$ cat config.mk
export PLATFORM = sky130hd
export DESIGN_NAME = pipe_skid_reg
export DESIGN_NICKNAME = d
export VERILOG_FILES = /design/src/rtl/pipe_skid_reg_pkg.sv /design/src/rtl/pipe_skid_reg_entry.sv /design/src/rtl/pipe_skid_reg.sv
export SDC_FILE = /design/constraint.sdc
export NUM_CORES = 1
export LEC_CHECK = 0
export ABC_AREA = 1
export CAP_MARGIN = 20
export CORE_MARGIN = 2
export CORE_UTILIZATION = 40
export CTS_CLUSTER_SIZE = 25
export DETAILED_ROUTE_END_ITERATION = 6
export DONT_BUFFER_PORTS = 1
export PLACE_DENSITY = 0.53
export SKIP_CTS_REPAIR_TIMING = 1
export SYNTH_ARGS = -nofsm -noshare
export SYNTH_HDL_FRONTEND = slang
export SYNTH_SLANG_ARGS = --single-unit
$ cat constraint.sdc
create_clock -name clk -period 2.1 [get_ports clk]
set_clock_uncertainty 0.2 [all_clocks]
set_input_delay 0.21 -clock clk [delete_from_list [all_inputs] [get_ports clk]]
set_output_delay 0.21 -clock clk [all_outputs]
set_load 0.005 [all_outputs]
$ cat src/rtl/pipe_skid_reg_pkg.sv
// Shared widths, control-bit indices and payload packing helpers for pipeline stage registers.
package pipe_pkg;

  localparam int unsigned DATA_W = 32;
  localparam int unsigned REG_W  = 5;
  localparam int unsigned CTRL_W = 3;

  localparam int unsigned REGWRITE = 0;
  localparam int unsigned MEMTOREG = 1;
  localparam int unsigned MEMWRITE = 2;

  localparam int unsigned PAYLOAD_W = CTRL_W + 2 * DATA_W + REG_W;

  // Packed payload layout is {ctrl, alu, wdata, wreg}, ctrl in the MSBs.
  function automatic int unsigned payload_w(input int unsigned ctrl_w,
                                            input int unsigned data_w,
                                            input int unsigned reg_w);
    return ctrl_w + 2 * data_w + reg_w;
  endfunction

endpackage

$ cat src/rtl/pipe_skid_reg_entry.sv
// One pipeline slot: a valid flag plus a packed payload register with load/clear enables.
module pipe_entry
  import pipe_pkg::*;
#(
  parameter int unsigned W = PAYLOAD_W
) (
  input  logic         clk,
  input  logic         rst,
  input  logic         load,
  input  logic         clear,
  input  logic [W-1:0] d,
  output logic         valid,
  output logic [W-1:0] q
);

  // clear wins over load; payload is left untouched on clear
  always_ff @(posedge clk or negedge rst) begin
    if (!rst) begin
      valid <= 1'b0;
      q     <= '0;
    end else if (clear) begin
      valid <= 1'b0;
    end else if (load) begin
      valid <= 1'b1;
      q     <= d;
    end
  end

endmodule

$ cat src/rtl/pipe_skid_reg.sv
// Valid/ready pipeline stage register with optional two-entry skid buffer, flush and bubble-masked control.
module pipe_skid_reg
  import pipe_pkg::*;
#(
  parameter int unsigned DATA_W = pipe_pkg::DATA_W,
  parameter int unsigned REG_W  = pipe_pkg::REG_W,
  parameter int unsigned CTRL_W = pipe_pkg::CTRL_W,
  parameter int unsigned SKID   = 1
) (
  input  logic              clk,
  input  logic              rst,
  input  logic              in_valid,
  output logic              in_ready,
  input  logic [CTRL_W-1:0] in_ctrl,
  input  logic [DATA_W-1:0] in_alu,
  input  logic [DATA_W-1:0] in_wdata,
  input  logic [REG_W-1:0]  in_wreg,
  input  logic              flush,
  output logic              out_valid,
  input  logic              out_ready,
  output logic [CTRL_W-1:0] out_ctrl,
  output logic [DATA_W-1:0] out_alu,
  output logic [DATA_W-1:0] out_wdata,
  output logic [REG_W-1:0]  out_wreg,
  output logic [1:0]        level
);

  localparam int unsigned PW       = payload_w(CTRL_W, DATA_W, REG_W);
  localparam bit          HAS_SKID = (SKID != 0);

  logic [PW-1:0] in_payload;
  logic [PW-1:0] main_d;
  logic [PW-1:0] main_q;
  logic [PW-1:0] skid_q;
  logic          main_valid;
  logic          skid_valid;
  logic          main_load;
  logic          main_clear;
  logic          skid_load;
  logic          skid_clear;
  logic          in_fire;
  logic          out_fire;
  logic          main_v_nxt;
  logic          skid_v_nxt;
  logic [1:0]    level_q;

  assign in_payload = {in_ctrl, in_alu, in_wdata, in_wreg};
  assign in_fire    = in_valid & in_ready;
  assign out_fire   = main_valid & out_ready;

  // Only flush (and out_ready without a skid slot) reach in_ready combinationally.
  always_comb begin
    in_ready = 1'b0;
    if (HAS_SKID) in_ready = ~skid_valid & ~flush;
    else          in_ready = (~main_valid | out_ready) & ~flush;
  end

  // Entry steering: skid drains into main first, so order is preserved.
  always_comb begin
    main_load  = 1'b0;
    main_clear = 1'b0;
    main_d     = in_payload;
    skid_load  = 1'b0;
    skid_clear = 1'b0;
    if (flush) begin
      main_clear = 1'b1;
      skid_clear = 1'b1;
    end else if (!main_valid || out_fire) begin
      if (skid_valid) begin
        main_load = 1'b1;
        main_d    = skid_q;
        if (in_fire) skid_load  = 1'b1;
        else         skid_clear = 1'b1;
      end else if (in_fire) begin
        main_load = 1'b1;
      end else begin
        main_clear = 1'b1;
      end
    end else if (in_fire) begin
      skid_load = 1'b1;
    end
  end

  always_comb begin
    main_v_nxt = main_valid;
    skid_v_nxt = skid_valid;
    if (main_clear)     main_v_nxt = 1'b0;
    else if (main_load) main_v_nxt = 1'b1;
    if (skid_clear)     skid_v_nxt = 1'b0;
    else if (skid_load) skid_v_nxt = HAS_SKID;
  end

  // Occupancy is registered alongside the entries it counts.
  always_ff @(posedge clk or negedge rst) begin
    if (!rst) level_q <= 2'd0;
    else      level_q <= 2'(main_v_nxt) + 2'(skid_v_nxt);
  end

  pipe_entry #(.W(PW)) u_main (
    .clk   (clk),
    .rst   (rst),
    .load  (main_load),
    .clear (main_clear),
    .d     (main_d),
    .valid (main_valid),
    .q     (main_q)
  );

  if (HAS_SKID) begin : g_skid
    pipe_entry #(.W(PW)) u_skid (
      .clk   (clk),
      .rst   (rst),
      .load  (skid_load),
      .clear (skid_clear),
      .d     (in_payload),
      .valid (skid_valid),
      .q     (skid_q)
    );
  end else begin : g_noskid
    logic unused_skid_ctl;
    assign unused_skid_ctl = skid_clear;
    assign skid_valid      = 1'b0;
    assign skid_q          = '0;
  end

  // Bubbles present a zero control field so downstream never writes.
  assign out_valid = main_valid;
  assign out_ctrl  = main_q[PW-1 -: CTRL_W] & {CTRL_W{main_valid}};
  assign out_alu   = main_q[2*DATA_W+REG_W-1 -: DATA_W];
  assign out_wdata = main_q[DATA_W+REG_W-1 -: DATA_W];
  assign out_wreg  = main_q[REG_W-1:0];
  assign level     = level_q;

endmodule

==> summary.txt, run 1 <==
status = complete, but fails checks
violated checks = hold timing
Die Y = 139 um
min setup slack post-route = 372 ps
Yosys cell types = 20
first-pass GRT wire length = 26300 um
top cells by area, synth = dfrtp_1 (51%), nand2_1 (22%), buf_4 (7.1%), nand3_1 (4.9%), o21ai_1 (4.8%)
peak fanout along the critical path = 37
type of destination of the critical path = flop
Die ar. = 19400 um^2
Cells after Synth = 939
vias per cell = 4.56
biggest area consumer among synthesized cells = dfrtp_1
share of the synthesized area in the top cell type = 0.506
final hold vios = 148
ANT nets after route = 0
Register-to-Register Path Depth = 5
FF+latch area = 3700 um^2
register area share after synthesis = 0.506
Final min period = 1730 ps
Syn Area/Cell = 7.79 um^2
Worst EP required = 2250 ps
CTS root buf = clkbuf_16
largest net degree at the start of global routing = 149
drt drc = 0
initial drt markers = 200
commonest cells after routing, fill and taps aside = nand2_1 (435), dfrtp_1 (148), inv_1 (77), dlygate4sd3_1 (76), nand3_1 (72)
Filler Cells Inserted = 1802
Rows = 49
RR Startpoint = g_skid.u_skid.valid
vias in the first global route = 4721
Max Slew Vio Count = 0
layout cells sized above 1 = 0.0564
placed inst area = 6930 um^2
multi-input logic area = 2470 um^2
I/O Pins = 153
Fin Hold WS = -719 ps
Nets = 1004
crit path capture = u_main.q[22]
gr usage total = 0.170
clock-pin slew on the worst setup and hold paths = 70 ps
CTS tree = built
leading cell type in the layout, fill and taps excluded = nand2_1
RSZ-0062 raised after global routing = no
Die X = 139 um
Initial Util = 0.407
worst-skew pair later-pin latency = 420 ps
PortBufs = 0
Setup TNS = 0 ps
Num CTS Buffers = 17
reg2reg end = u_main.q[22]
Yosys reg bits = 148
global route total overflow = 0
worst slew pin tran = 411 ps
final setup fails = 0
Rel. slew slack = 0.726
drt pass-1 iters = 5
CTS sink count = 148
Synth Cell Area = 7310 um^2
Max Fclk = 579 MHz
Hold Crit Class = input pin to async pin
reg-to-reg slack, setup = 370 ps
Peak VDD IR = 0.548 mV
Final Cycle Share = 0.823
DRT Wirelength = 16200 um
antenna cell count = 0
core box area = 18000 um^2
Design Area, Final = 8320 um^2
gp weighted congestion = 0.735
P_leak = 4.54 nW
Setup CP Type = flop to flop
H-tree levels = 4
initial antenna violation count = 0
Area Overhead vs Synth = 13.8%
post-placement setup slack = 375 ps
CP Data Arrival Time = 1880 ps
CP Launch Type = flop
YS warnings = 0
Synth Net Count = 1017
maxcap violations = 0
via count = 5325
dpl hpwl = 9550 um
CP Launch Point = g_skid.u_skid.valid
Clock Tree Buf Depth = 2
Power per Cell Area = 946 nW/um^2
drt wl/cell = 13.9 um
==> worst min path at each step <==
stage	cells after the start	start	slack, ps	endpoint
after detailed placement	0	rst	-280	u_main.q[68]
final	0	rst	-720	u_main.q[68]
after global routing	0	rst	-740	u_main.q[68]
after CTS	0	rst	-740	u_main.q[68]
after floorplan	0	rst	-290	g_skid.u_skid.q[0]
after global placement	0	rst	-280	u_main.q[68]
==> area by class of cell <==
class / count / area share
clock inverters: 8 / 0.0176
flip-flops and latches: 148 / 0.445
inverters: 79 / 0.0356
repair buffers: 90 / 0.113
clock buffers: 24 / 0.0579
well taps: 229 / 0.0344
multi-input cells: 590 / 0.296
==> cells in the mapped netlist (all sizes together) <==
master,instances
a21oi,1
ha,1
buf,113
nor2,3
o21ai,72
inv,79
nand2,437
clkbuf,9
nand3b,1
nor3,2
dfrtp,148
nand3,73
==> power by group <==
group / total (W) / internal [W] / switching, W
logic: 0.000874 / 0.000412 / 0.000462
registers: 0.00372 / 0.00339 / 0.000334
clock network: 0.00328 / 0.00209 / 0.00119
==> logic make-up (layout without fill, tap and decap cells) <==
family	Yosys count	after routing	share of synthesized area
simple gates	516	516	0.283
buf+inv	201	201	0.158
flops	148	148	0.506
compound gates	73	73	0.0510
fa+ha+maj	1	1	0.00171
==> critical path: stages, from the launching register on <==
cell,delay (ps)
dfrtp_1,420
nor2_2,230
nand3b_1,210
buf_4,400
nand2_1,110
nand2_1,90
==> per-layer routing <==
| metal | global-route usage | routed length (um) | up-vias | share of wire |
|---|---|---|---|---|
| li1 | - | - | 2778 | - |
| met1 | 0.233 | 8050 | 2417 | 0.50 |
| met2 | 0.251 | 7200 | 117 | 0.44 |
| met3 | 0.0616 | 804 | 13 | 0.050 |
| met4 | 0.0558 | 172 | 0 | 0.011 |
| met5 | 0 | 0 | - | 0 |
==> state kept, by name (all words and copies together), names as in the netlist <==
name and cells:
u_main.valid 1, g_skid.u_skid.valid 1, level 2, g_skid.u_skid.q 72
u_main.q 72
==> stage by stage <==
stage / cells / utilization / hold slack (ps) / total power (W)
after CTS: 1092 / 0.421 / -739 / 0.00785
after floorplan: 939 / - / -286 / 0.00461
final: 1168 / 0.463 / -719 / 0.00787
after global placement: 1060 / 0.386 / -281 / 0.00450
after global routing: 1168 / 0.463 / -743 / 0.00828
after detailed placement: 1060 / 0.386 / -281 / 0.00453
Power figures use the tool's default switching activity.
==> run 2: changes to the inputs <==
- clock period: 2.1 -> 1.6 ns (I/O delays scaled with it)
==> run 2 against run 1 <==
Hold slack lost 42 ps. Combinational power rose by 38%. Clock power increased by 15%. The flow still finishes with violations (hold timing). Worst setup slack worse by 310 ps. Power is 26% higher. Cell area grew 1.6%. Via count increased by 1.9%. Count of clock-buffer cells in the layout up 2. Utilization grew 0.73 points. Highest routed layer unchanged. Critical path depth decreased by 3. Sequential share of layout area shrank 0.68 points. Register-to-register slack lost 280 ps.
==> summary.txt, run 2 (synthesis results as in run 1) <==
status = complete, but fails checks
violated checks = hold timing
Top Usage Layer GRT = met2
Peak VDD IR = 0.739 mV
ANT nets after route = 0
CTS sink count = 148
Power per Cell Area = 1170 nW/um^2
Initial Util = 0.407
CTS tree = built
reg-to-reg slack, setup = 90 ps
Fin Hold WS = -760 ps
drt drc = 0
Design Area, Final = 8450 um^2
reg2reg end = u_main.q[52]
Worst EP required = 1240 ps
core box area = 18000 um^2
via count = 5424
antenna cell count = 0
grt met3 use = 0.0523
RR Startpoint = g_skid.u_skid.valid
Area Overhead vs Synth = 15.6%
clock-pin slew on the worst setup and hold paths = 60 ps
Max Fclk = 650 MHz
commonest cells after routing, fill and taps aside = nand2_1 (435), dfrtp_1 (147), inv_1 (77), dlygate4sd3_1 (76), nand3_1 (72)
Num CTS Buffers = 17
CP Data Arrival Time = 1180 ps
met1 usage = 0.237
final hold vios = 148
Final Util = 0.471
layout cells sized above 1 = 0.0664
P_leak = 4.61 nW
Nets = 1016
Final Cycle Share = 0.962
maxcap violations = 0
Die Y = 139 um
gr usage total = 0.173
drt wl/cell = 15.2 um
final setup fails = 0
type of destination of the critical path = primary output
Rows = 49
gp weighted congestion = 0.747
vias per cell = 4.60
dpl hpwl = 9670 um
Filler Cells Inserted = 1796
placed inst area = 6960 um^2
Die X = 139 um
largest net degree at the start of global routing = 149
RSZ-0062 raised after global routing = yes
Clock Tree Buf Depth = 2
drt pass-1 iters = 5
DRT Wirelength = 17900 um
initial drt markers = 289
Global Route met2 Usage = 0.264
H-tree levels = 4
Rel. slew slack = 0.789
PortBufs = 0
worst-skew pair later-pin latency = 410 ps
Register-to-Register Path Depth = 8
initial antenna violation count = 0
Hold Crit Class = input pin to async pin
CTS root buf = clkbuf_16
leading cell type in the layout, fill and taps excluded = nand2_1
Max Slew Vio Count = 0
I/O Pins = 153
Final min period = 1540 ps
global route total overflow = 0
CP Launch Type = flop
Die ar. = 19400 um^2
vias in the first global route = 4992
first-pass GRT wire length = 26900 um
worst slew pin tran = 316 ps
peak fanout along the critical path = 3
Setup CP Type = flop to primary output
-- run 2: per-stage QoR --
step           setup TNS, ps  cells  power (W)  hold slack (ps)  setup WS (ps)
3_3_place_gp               0   1062    0.00592             -331           70.5
2_1_floorplan              0    939    0.00605             -336           5.13
3_5_place_dp               0   1062    0.00595             -332           5.38
5_1_grt                 -175   1178     0.0104             -789          -29.2
6_report                   0   1178    0.00988             -760           60.5
4_1_cts                -38.9   1092    0.00979             -778          -7.83
-- run 2: metal layers --
layer | part of all wire | wire length [um] | vias up
li1 | - | - | 2798
met1 | 0.48 | 8610 | 2479
met3 | 0.049 | 874 | 14
met4 | 0.017 | 303 | 0
met5 | 0 | 0 | -
met2 | 0.45 | 8090 | 133
-- run 2: power breakdown --
part / switching (W) / internal (W)
combinational: 0.000631 / 0.000577
clock: 0.00149 / 0.00229
sequential: 0.000444 / 0.00445
-- run 2: final cells by class --
| cell class | count | area (um^2) | share of cell area |
|---|---|---|---|
| clock buffers | 26 | 499 | 0.0591 |
| inverters | 79 | 297 | 0.0351 |
| multi-input cells | 590 | 2480 | 0.293 |
| repair buffers | 102 | 1140 | 0.135 |
| well taps | 229 | 287 | 0.0339 |
| clock inverters | 4 | 47.5 | 0.00562 |
| flip-flops and latches | 148 | 3700 | 0.438 |
-- run 2: worst max-delay path by stage --
stage	start	endpoint	slack, ps	cells after the start
3_5_place_dp	g_skid.u_skid.valid	u_main.q[44]	5	5
3_3_place_gp	g_skid.u_skid.valid	u_main.q[5]	70	5
5_1_grt	g_skid.u_skid.valid	u_main.q[14]	-30	8
4_1_cts	g_skid.u_skid.valid	u_main.q[42]	-8	5
2_1_floorplan	u_main.valid	level[0]	5	5
6_report	g_skid.u_skid.valid	in_ready	60	2
-- run 2: worst max-delay path: stages (launching register included) --
cell and delay (ps):
dfrtp_2 440, nor2_2 180, buf_4 160
==> run 3: changes to the inputs <==
- ABC_AREA: 1 -> default
- CAP_MARGIN: 20 -> default
- clock period: 1.6 -> 1.9 ns (I/O delays scaled with it)
==> run 3 against run 2 <==
The run still ends with hold timing left. Via count shrank 27%. Clock power decreased by 15%. Utilization up 1.1 points. Cell count shrank 39%. Largest cell class unchanged.
==> summary.txt, run 3 <==
DP Cell Count = 611
Top Metal Used = met4
core box area = 16000 um^2
reg-to-reg slack, setup = 80 ps
share of the synthesized area in the top cell type = 0.560
Hold Crit Class = input pin to async pin
Max Fclk = 550 MHz
commonest cells after routing, fill and taps aside = dfrtp_1 (148), dlygate4sd3_1 (76), or3_1 (72), o221a_2 (72), mux2_2 (52)
Setup CP Type = flop to flop
Power per Cell Area = 1100 nW/um^2
peak fanout along the critical path = 3
global route total overflow = 0
layout cells sized above 1 = 0.351
worst-skew pair later-pin latency = 410 ps
crit-path max cell delay = 570 ps
first-pass GRT wire length = 22000 um
Non-Filler Instances = 718
Main synth FF type = dfrtp_1
critical path, cell by cell = buf_4 -> nor2_1 -> nor3_1 -> dlygate4sd3_1
Logic pwr share = 0.118
PortBufs = 0
Syn Area/Cell = 13.6 um^2
Synth Net Count = 563
Num CTS Buffers = 17
final setup fails = 0
Die X = 133 um
EDFF count, synth = 0
Initial Util = 0.413
maxcap violations = 0
reg2reg end = g_skid.u_skid.valid
worst slew pin tran = 322 ps
status = complete, but fails checks
CP Data Arrival Time = 1910 ps
Setup TNS = 0 ps
H-tree levels = 4
routed length on met2 = 7320 um
Yosys reg bits = 148
Die ar. = 17600 um^2
Fin Hold WS = -735 ps
YS warnings = 0
CTS sink count = 148
Max Slew Vio Count = 0
CTS root buf = clkbuf_16
Die Y = 133 um
ANT nets after route = 0
biggest area consumer among synthesized cells = dfrtp_1
gp weighted congestion = 0.714
I/O Pins = 153
final hold vios = 148
P_sw = 0.00208 W
CP Launch Type = flop
CTS tree = built
Final Util = 0.482
Clock Tree Buf Depth = 2
violated checks = hold timing
vias in the first global route = 3874
most common cell in the synthesized netlist = dfrtp_1
RR Startpoint = g_skid.u_skid.valid
leading cell type in the layout, fill and taps excluded = dfrtp_1
drt pass-1 iters = 5
RSZ-0062 raised after global routing = no
top cells by area, synth = dfrtp_1 (56%), o221a_2 (12%), mux2_2 (8.9%), buf_4 (7.8%), or3_1 (6.8%)
Area Overhead vs Synth = 16.6%
Rows = 46
most frequent cells after synthesis = dfrtp_1 (148), o221a_2 (72), or3_1 (72), buf_4 (69), mux2_2 (52)
Post-synth ARST share = 1.00
via count = 3966
type of destination of the critical path = flop
clock-pin slew on the worst setup and hold paths = 60 ps
Yosys cell types = 20
DRT Wirelength = 14600 um
drt wl/cell = 20.4 um
Critical Path Slowest Stage Cell = dlygate4sd3_1
Synth Cell Area = 6610 um^2
Cells after Synth = 485
Final Cycle Share = 0.958
register area share after synthesis = 0.560
Rel. slew slack = 0.785
Nets = 568
largest net degree at the start of global routing = 149
Switching Share = 0.245
Final min period = 1820 ps
dpl hpwl = 8610 um
Peak VDD IR = 0.610 mV
drt drc = 0
Register-to-Register Path Depth = 4
antenna cell count = 0
Flop pwr share = 0.502
vias per cell = 5.52
initial drt markers = 193
P_leak = 3.14 nW
Worst EP required = 1990 ps
met3 WL = 878 um
initial antenna violation count = 0
Internal = 0.00641 W
Clk pwr share = 0.381
gr usage total = 0.162
wl on met1 = 6280 um
[run 3: cell types whose count changed in the layout (fill, tap and decap cells not counted), sizes merged, moves of 2 or more]
cell      before  now
buf           21   17
nand2        437    0
o221a          0   72
mux2           0   72
and2           0    3
nand3         73    1
clkbuf        31   17
o21ai         72    0
or3            0   72
clkinv         2    8
inv           79    1
clkinvlp       1    3
[run 3: power by group through the flow]
stage          Sequential, W  Clock, W  Combinational [W]
3_5_place_dp         0.00432         0           0.000866
4_1_cts              0.00427   0.00333           0.000865
3_3_place_gp         0.00428         0           0.000817
5_1_grt              0.00433   0.00346            0.00110
6_report             0.00426   0.00323            0.00100
2_1_floorplan        0.00411         0            0.00113
[run 3: worst max path at each step]
stage	start	end	slack [ps]	cells past startpoint
final	g_skid.u_skid.valid	g_skid.u_skid.valid	80	4
after global routing	g_skid.u_skid.valid	g_skid.u_skid.valid	20	4
after CTS	g_skid.u_skid.valid	u_main.q[12]	20	4
after detailed placement	g_skid.u_skid.valid	u_main.q[12]	30	4
after global placement	g_skid.u_skid.valid	u_main.q[23]	60	4
after floorplan	u_main.valid	g_skid.u_skid.q[1]	140	5
[run 3: layer usage]
metal / vias up / GRT usage
met2: 121 / 0.258
met5: - / 0
met4: 0 / 0.0609
li1: 1763 / -
met1: 2072 / 0.199
met3: 10 / 0.0667
[run 3: layout make-up]
cell class,instances,area (um^2)
Multi-Input combinational cell,230,2190
Timing Repair Buffer,93,978
Tap cell,216,270
Sequential cell,148,3700
Clock inverter,14,139
Fill cell,1448,8300
Clock buffer,17,425
[run 3: logic make-up (layout without fill, tap and decap cells)]
logic type               Yosys count  count (layout)  synth area share
multiplexers                      72              72             0.123
flip-flops                       148             148             0.560
buffers and inverters            107             124             0.111
AO/OA/AOI/OAI                     73              73             0.123
adder cells (fa/ha/maj)            1               1           0.00189
AND/OR/NAND/NOR                   84              84            0.0804
[run 3: critical path: cells and delay by family (launching register included)]
kind,cells,cell delay [ps]
buffers and inverters,2,710
DFF,1,380
and+or+nand+nor,2,400
[run 3: metrics by stage]
step	area, um^2	worst slack (ps)	total power (W)	hold slack (ps)
floorplan	6610	145	0.00524	-306
global placement	6360	64.9	0.00510	-302
detailed placement	6360	30.7	0.00518	-302
CTS	6930	18.1	0.00846	-755
global route	7700	18.4	0.00889	-763
finish	7700	80.5	0.00849	-735
